[src/rtl/level_fifo_if.sv]
// Handshake and status bundle for level_fifo; master = user side, slave = FIFO side.
interface level_fifo_if #(
  parameter int DATA_WIDTH = 8,
  parameter int DEPTH      = 16
);
  localparam int LW = $clog2(DEPTH + 1);

  logic                  write;
  logic [DATA_WIDTH-1:0] datain;
  logic                  read;
  logic [DATA_WIDTH-1:0] dataout;
  logic                  val;
  logic                  full;
  logic [LW-1:0]         level;
  logic                  almost_full;
  logic                  almost_empty;
  logic                  err_clr;
  logic                  overflow;
  logic                  underflow;

  modport master (
    output write, datain, read, err_clr,
    input  dataout, val, full, level, almost_full, almost_empty, overflow, underflow
  );

  modport slave (
    input  write, datain, read, err_clr,
    output dataout, val, full, level, almost_full, almost_empty, overflow, underflow
  );
endinterface

[src/rtl/level_fifo.sv]
// Occupancy-tracked FWFT FIFO; sticky overflow/underflow only with LEVEL_FIFO_ERR_EN.
// Latency: write to dataout/val 1 cycle. Backpressure: writes dropped while full, reads ignored while empty.
module level_fifo #(
  parameter int DATA_WIDTH = 8,
  parameter int DEPTH      = 16,
  parameter int AFULL_LVL  = DEPTH - 2,
  parameter int AEMPTY_LVL = 1
) (
  input  logic         clk,
  input  logic         reset,
  level_fifo_if.slave  bus
);
  localparam int LW = $clog2(DEPTH + 1);
  localparam int PW = $clog2(DEPTH);

  logic [DATA_WIDTH-1:0] mem [DEPTH];
  logic [PW-1:0]         wr_ptr;
  logic [PW-1:0]         rd_ptr;
  logic [LW-1:0]         level_q;
  logic                  full_w;
  logic                  val_w;
  logic                  wr_ok;
  logic                  rd_ok;

  // All status flags come from level_q alone, so no request input reaches an output.
  assign full_w = (level_q == LW'(DEPTH));
  assign val_w  = (level_q != '0);
  assign wr_ok  = bus.write & ~full_w;
  assign rd_ok  = bus.read & val_w;

  assign bus.full         = full_w;
  assign bus.val          = val_w;
  assign bus.level        = level_q;
  assign bus.almost_full  = (level_q >= LW'(AFULL_LVL));
  assign bus.almost_empty = (level_q <= LW'(AEMPTY_LVL));
  assign bus.dataout      = mem[rd_ptr];

  // Storage is deliberately left out of reset.
  always_ff @(posedge clk) begin
    if (wr_ok) mem[wr_ptr] <= bus.datain;
  end

  always_ff @(posedge clk or negedge reset) begin
    if (!reset) begin
      wr_ptr  <= '0;
      rd_ptr  <= '0;
      level_q <= '0;
    end else begin
      if (wr_ok) wr_ptr <= (wr_ptr == PW'(DEPTH - 1)) ? '0 : wr_ptr + PW'(1);
      if (rd_ok) rd_ptr <= (rd_ptr == PW'(DEPTH - 1)) ? '0 : rd_ptr + PW'(1);
      case ({wr_ok, rd_ok})
        2'b10:   level_q <= level_q + LW'(1);
        2'b01:   level_q <= level_q - LW'(1);
        default: level_q <= level_q;
      endcase
    end
  end

`ifdef LEVEL_FIFO_ERR_EN
  logic ovf_q;
  logic unf_q;

  // Clear wins over a coincident new error.
  always_ff @(posedge clk or negedge reset) begin
    if (!reset) begin
      ovf_q <= 1'b0;
      unf_q <= 1'b0;
    end else if (bus.err_clr) begin
      ovf_q <= 1'b0;
      unf_q <= 1'b0;
    end else begin
      if (bus.write & full_w) ovf_q <= 1'b1;
      if (bus.read & ~val_w)  unf_q <= 1'b1;
    end
  end

  assign bus.overflow  = ovf_q;
  assign bus.underflow = unf_q;
`else
  logic unused_err_clr;
  assign unused_err_clr = bus.err_clr;
  assign bus.overflow   = 1'b0;
  assign bus.underflow  = 1'b0;
`endif
endmodule
[src/flat_wrapper.sv]
// flat-port wrapper written by rule: the top's interface ports become plain ports
module level_fifo_flat 
#(
  parameter int DATA_WIDTH = 8,
  parameter int DEPTH      = 16,
  parameter int AFULL_LVL  = DEPTH - 2,
  parameter int AEMPTY_LVL = 1
)
  (clk, reset, bus_write, bus_datain, bus_read, bus_err_clr, bus_dataout, bus_val, bus_full, bus_level, bus_almost_full, bus_almost_empty, bus_overflow, bus_underflow);
  level_fifo_if #(.DATA_WIDTH(DATA_WIDTH), .DEPTH(DEPTH)) bus_i ();
  input  logic clk;
  input  logic reset;
  input wire logic [$bits(bus_i.write)-1:0] bus_write;
  input wire logic [$bits(bus_i.datain)-1:0] bus_datain;
  input wire logic [$bits(bus_i.read)-1:0] bus_read;
  input wire logic [$bits(bus_i.err_clr)-1:0] bus_err_clr;
  output wire logic [$bits(bus_i.dataout)-1:0] bus_dataout;
  output wire logic [$bits(bus_i.val)-1:0] bus_val;
  output wire logic [$bits(bus_i.full)-1:0] bus_full;
  output wire logic [$bits(bus_i.level)-1:0] bus_level;
  output wire logic [$bits(bus_i.almost_full)-1:0] bus_almost_full;
  output wire logic [$bits(bus_i.almost_empty)-1:0] bus_almost_empty;
  output wire logic [$bits(bus_i.overflow)-1:0] bus_overflow;
  output wire logic [$bits(bus_i.underflow)-1:0] bus_underflow;
  assign bus_i.write = bus_write;
  assign bus_i.datain = bus_datain;
  assign bus_i.read = bus_read;
  assign bus_i.err_clr = bus_err_clr;
  assign bus_dataout = bus_i.dataout;
  assign bus_val = bus_i.val;
  assign bus_full = bus_i.full;
  assign bus_level = bus_i.level;
  assign bus_almost_full = bus_i.almost_full;
  assign bus_almost_empty = bus_i.almost_empty;
  assign bus_overflow = bus_i.overflow;
  assign bus_underflow = bus_i.underflow;
  level_fifo #(.DATA_WIDTH(DATA_WIDTH), .DEPTH(DEPTH), .AFULL_LVL(AFULL_LVL), .AEMPTY_LVL(AEMPTY_LVL)) u_core (.clk(clk), .reset(reset), .bus(bus_i));
endmodule
[config.mk]
export PLATFORM = sky130hd
export DESIGN_NAME = level_fifo_flat
export DESIGN_NICKNAME = d
export VERILOG_FILES = /design/src/rtl/level_fifo_if.sv /design/src/rtl/level_fifo.sv /design/src/flat_wrapper.sv
export SDC_FILE = /design/constraint.sdc
export NUM_CORES = 1
export LEC_CHECK = 0
export CAP_MARGIN = 20
export CORE_MARGIN = 2
export CORE_UTILIZATION = 45
export CTS_CLUSTER_SIZE = 28
export DETAILED_ROUTE_END_ITERATION = 10
export PLACE_DENSITY = 0.67
export RECOVER_POWER = 50
export SETUP_SLACK_MARGIN = 0.5
export SLEW_MARGIN = 5
export SYNTH_ARGS = -nofsm -noshare
export SYNTH_HDL_FRONTEND = slang
export SYNTH_SLANG_ARGS = --single-unit
[constraint.sdc]
create_clock -name clk -period 3.79 [get_ports clk]
set_clock_uncertainty 0.05 [all_clocks]
set_input_delay 0.758 -clock clk [delete_from_list [all_inputs] [get_ports clk]]
set_output_delay 0.758 -clock clk [all_outputs]
set_load 0.01 [all_outputs]
After elaboration in Yosys (flattened, before gate mapping)
Memories as Yosys holds them, arrays and structs flattened.
Cells that the tools add are included.
- memory bits (writable): 128
- memories: 1
- ROM bits: 0
- register bits after elaboration: 13
- bits in latches: 0
- word-level logic and storage cells: 25
- equality and inequality tests: 5
- shift operators: 0
- muxes and demuxes: 5
- bitwise gates (word level): 3
- multiply operators: 0
- add/subtract/negate cells: 4
- $lt $le $gt $ge: 2
- reduce and logical (&&, ||, !) cells: 2
- div/mod/pow operators: 0
- memories (name ; words ; width ; rd ports ; clocked after memory_dff ; wr ports ; RTL line ; text):
    u_core.mem ; 16 ; 8 ; 1 ; 0 ; 1 ; level_fifo.sv:16 ; logic [DATA_WIDTH-1:0] mem [DEPTH];
- operators by type and width (operator ; count):
    5-bit one-hot mux with 2 select lines ; 1
    4-bit by 1-bit adder with 4-bit output, second input constant ; 2
    4-bit == test, second input constant ; 2
    4-bit 2-to-1 mux ; 2
    5-bit by 1-bit adder with 5-bit output, second input constant ; 1
    5-bit == test, second input constant ; 1
    5-bit by 4-bit greater-or-equal comparator with 1-bit output, second input constant ; 1
    5-bit by 1-bit <= comparator with 1-bit output, second input constant ; 1
    5-bit nonzero test ; 1
    5-bit by 1-bit subtractor with 5-bit output, second input constant ; 1
    1-bit bitwise AND ; 2
    2-bit by 1-bit == test with 1-bit output, second input constant ; 1
    2-bit == test, second input constant ; 1
    1-bit 2-to-1 mux ; 2
    2-bit nonzero test ; 1
    1-bit NOT ; 1

Longest topological paths before layout
- depth in word-level cells: 5
- mapped depth: 9

Worst setup path after synthesis
Ideal clock, no wire load.
- path type: reg2reg
- start point: reg u_core.level_q[0], in the netlist u_core.bus.level[0]
- end point: mem u_core.mem[7][0] (enable)
- cell stages (with the launch flop): 6
- arrival: 1947 ps
- required time: 3355 ps
- slack: 1407 ps
- period minus slack after synthesis: 2383 ps
- cell sequence: dfrtp_1 > inv_1 > ha_1 > a31oi_2 > nand2_1 > nor3b_1
- longest elaborated chain between the ends: 5
- ends and longest elaborated chain (item ; RTL line ; text):
    start: declaration ; level_fifo.sv:19 ; logic [LW-1:0] level_q;
    start signal: assignment ; level_fifo.sv:52 ; 2'b10: level_q <= level_q + LW'(1);
    start signal: assignment ; level_fifo.sv:53 ; 2'b01: level_q <= level_q - LW'(1);
    start signal: assignment ; level_fifo.sv:54 ; default: level_q <= level_q;
    5-bit == test ; level_fifo.sv:26 ; assign full_w = (level_q == LW'(DEPTH));
    1-bit NOT ; level_fifo.sv:28 ; assign wr_ok = bus.write & ~full_w;
    1-bit bitwise AND ; level_fifo.sv:28 ;
    1-bit 2-to-1 mux ; level_fifo.sv:40 ; if (wr_ok) mem[wr_ptr] <= bus.datain;
    1-bit 2-to-1 mux (implied by the code) ; level_fifo.sv:40 ;
    end: declaration ; level_fifo.sv:16 ;
No other way between the ends.

Worst setup path after layout
- start point: reg u_core.rd_ptr[0]
- end point: out bus_dataout[2]
- longest elaborated chain between the ends: 1
- ends and longest elaborated chain (item ; RTL line ; text):
    start: declaration ; level_fifo.sv:18 ; logic [PW-1:0] rd_ptr;
    start signal: assignment ; level_fifo.sv:50 ; if (rd_ok) rd_ptr <= (rd_ptr == PW'(DEPTH - 1)) ? '0 : rd_ptr + PW'(1);
    memory read 16 x 8 bit ; n/a ;
    end: declaration ; flat_wrapper.sv:17 ; output wire logic [$bits(bus_i.dataout)-1:0] bus_dataout;
No other way between the ends.

==> flow_metrics.env <==
export IMPL_async_flop_share_pct=9.22
export IMPL_tightest_slew_ns=1.20
export IMPL_fmax_mhz=306
export IMPL_cts_buffers=17
export IMPL_cp_arrival_ns=2.46
export IMPL_fin_nets=402
export IMPL_synthSimpleGateAreaFrac_pct=5.02
export IMPL_finalCritPeriodShare_pct=86.3
export IMPL_finalSetupTns_ns=0
export IMPL_finalSetupViolations=0
export IMPL_cap_viol_max_count=0
export IMPL_placementRows=41
export IMPL_yosysUniqueCellTypes=40
export IMPL_drive_above_1_share_pct=20.6
export IMPL_timing_hold_ws_ns=0.543
export IMPL_boundaryPins=32
export IMPL_min_path_type="reg -> reg"
export IMPL_ir_drop_uv=328
export IMPL_grt_antenna_before_repair=0
export IMPL_htree_levels=4
export IMPL_grt_max_degree=28
export IMPL_cp_slowest_cell="dfrtp_2"
export IMPL_endpoint_kind="output port"
export IMPL_area_growth_pct=21.9
export IMPL_synth_top_family_by_area="multiplexers"
export IMPL_fill_cells=945
export IMPL_hold_viol_final=0
export IMPL_cts_tree="built"
export IMPL_drv_slew=0
export IMPL_critical_path_top_delay_family="buffers and inverters"
export IMPL_status="finished clean"
export IMPL_max_stage_delay_ns=0.52
export IMPL_cts_sinks=141
export IMPL_grt_pass1_vias=3026
export IMPL_die_area_sq_um=14000
export IMPL_place_inst=522
export IMPL_yosys_mux_area_fraction_pct=12.0
export IMPL_wl_mm=11.5
export IMPL_synth_xor_area_share_pct=1.05
export IMPL_globalRouteOverflowTotal=0
export IMPL_slew_headroom_pct=19.4
export IMPL_root_buffer="clkbuf_16"
export IMPL_worstPathCellList="buf_16 > mux4_2 > a22oi_1 > nand2_1 > clkdlybuf4s50_1"
export IMPL_netlist_instances=335
export IMPL_ys_ff_latch=141
export IMPL_cp_max_fo=7
export IMPL_io_buffers=28
export IMPL_globalRouteTotalUtil_pct=17.2
export IMPL_avgRoutedWirePerCell_microns=20.5
export IMPL_yosysWarnings=0
export IMPL_initial_core_util_pct=46.2
export IMPL_syn_mean_instance_area_sq_um=17.5
export IMPL_synth_area_top_cells="edfxtp_1 66%, mux4_2 6.1%, mux2i_1 5.6%"
export IMPL_gp_congestion=0.796
export IMPL_antenna_left=0
export IMPL_required_ns=2.98
export IMPL_die_h_microns=118
export IMPL_dp_hpwl_mm=6.68
export IMPL_synth_compound_area_share_pct=5.74
export IMPL_clkSlewWorstSetupHoldPaths_ns=0.05
export IMPL_layout_commonest_cell="edfxtp_1"
export IMPL_finalPower_uw=5670
export IMPL_fin_crit_ns=3.27
export IMPL_synth_top_cell_area_share_pct=65.6
export IMPL_final_cell_mix="128 x edfxtp_1, 33 x mux2i_1, 19 x clkbuf_16"
export IMPL_yosysTopAreaCell="edfxtp_1"
export IMPL_clk_insertion_delay_late_ns=0.41
export IMPL_vias=3126
export IMPL_synth_enable_flop_cells=128
export IMPL_diodes=0
export IMPL_firstDrtPassIters=5
export IMPL_viasPerCell=5.58
export IMPL_grt_pass1_wl_mm=17.7
export IMPL_criticalPathCategory="reg -> out"
export IMPL_core_area_sq_um=12700
export IMPL_instances_no_fill=560
export IMPL_synthAdderAreaFrac_pct=2.35
export IMPL_die_w_microns=118
export IMPL_seq_area_frac_synth_pct=71.2
export IMPL_drtIter0Drc=223
export IMPL_rsz0062_at_grt="true"
export IMPL_drt_drc_violations_left=0
export IMPL_leakage_uw=0.00252
export IMPL_powerDensity_nw_per_um2=793
export IMPL_startpoint_type="flip-flop"
export IMPL_synth_area_sq_um=5860
export IMPL_synth_ff_type="edfxtp_1"
export IMPL_cts_path_max_buffers=2
export IMPL_timing_critical_path_buf_inv=2
## per-stage QoR
step	area, sq um	utilization [%]	setup slack (ns)
after floorplan	5860	-	1.41
after global placement	6300	49.7	0.582
after detailed placement	6300	49.7	0.552
after CTS	7010	55.4	0.482
after global routing	7140	56.4	0.407
final	7140	56.4	0.519
## report_power, final
part	switching, uW	leakage [uW]	internal (uW)
Clock	595	0.000272	1020
Sequential	192	0.00131	1900
Combinational	1010	0.000942	959
Total	1790	0.00252	3880
## cell usage after synthesis (2+ instances only)
master	n
xor2_1	3
o21ai_0	13
a221oi_1	16
buf_2	5
ha_1	11
nor2b_1	2
and4_1	3
clkbuf_1	7
nand4b_1	2
and3_1	8
buf_4	6
inv_1	7
nand3_1	5
nor2_1	6
dfrtp_1	13
and2_1	4
nand2_1	13
a21o_1	2
xnor2_1	4
mux4_2	16
mux2i_1	33
a21oi_1	2
a22oi_1	9
buf_6	2
edfxtp_1	128
## routing by layer
metal	GRT usage, %	vias to the layer above	share of wire (%)
met3	4.65	12	6.7
met4	6.93	0	1.1
met5	0	-	0
met2	25.7	100	49
met1	24.1	1598	44
li1	-	1416	-
## cell families after synthesis
| logic type | Yosys count |
|---|---|
| buf+inv | 28 |
| fa+ha+maj | 11 |
| compound gates | 46 |
| xor+xnor | 7 |
| mux | 50 |
| simple gates | 51 |
| other cells | 1 |
| flops | 141 |
## final timing paths
kind	cells after the start	slack (ns)	start	end
worst max-delay path	5	0.52	u_core.rd_ptr[0]$_DFFE_PN0P_	bus_dataout[2]
worst min-delay path	1	0.54	u_core.bus.level[4]$_DFFE_PN0P_	u_core.bus.level[4]$_DFFE_PN0P_
worst max register to register	5	0.71	u_core.bus.level[0]$_DFFE_PN0P_	u_core.mem[5][1]$_DFFE_PP_
worst min register to register	1	0.54	u_core.bus.level[4]$_DFFE_PN0P_	u_core.bus.level[4]$_DFFE_PN0P_
max in group asynchronous	1	2.49	reset	u_core.rd_ptr[3]$_DFFE_PN0P_
min in group asynchronous	1	0.75	reset	u_core.bus.level[0]$_DFFE_PN0P_
## sequential cells by signal, summed over array words and instances (netlist names)
name              flops
u_core.bus.level      5
u_core.mem          128
u_core.rd_ptr         4
u_core.wr_ptr         4
## layout make-up
cell class / count / area, sq um / area share, %
inverter: 8 / 35.0 / 0.490
clock inverter: 12 / 148 / 2.07
clock buffer: 17 / 425 / 5.96
tap: 172 / 215 / 3.01
sequential: 141 / 4180 / 58.5
multi-input combinational: 167 / 1670 / 23.4
timing repair buffer: 43 / 475 / 6.66
## timing repair
item	4_1_cts	5_1_grt
endpoints found under the setup margin	8	8
cloned	1	2
pin swaps	0	6
hold buffers	0	0
gates resized for setup	19	13
setup buffers	0	6
Power figures use the tool's default switching activity.
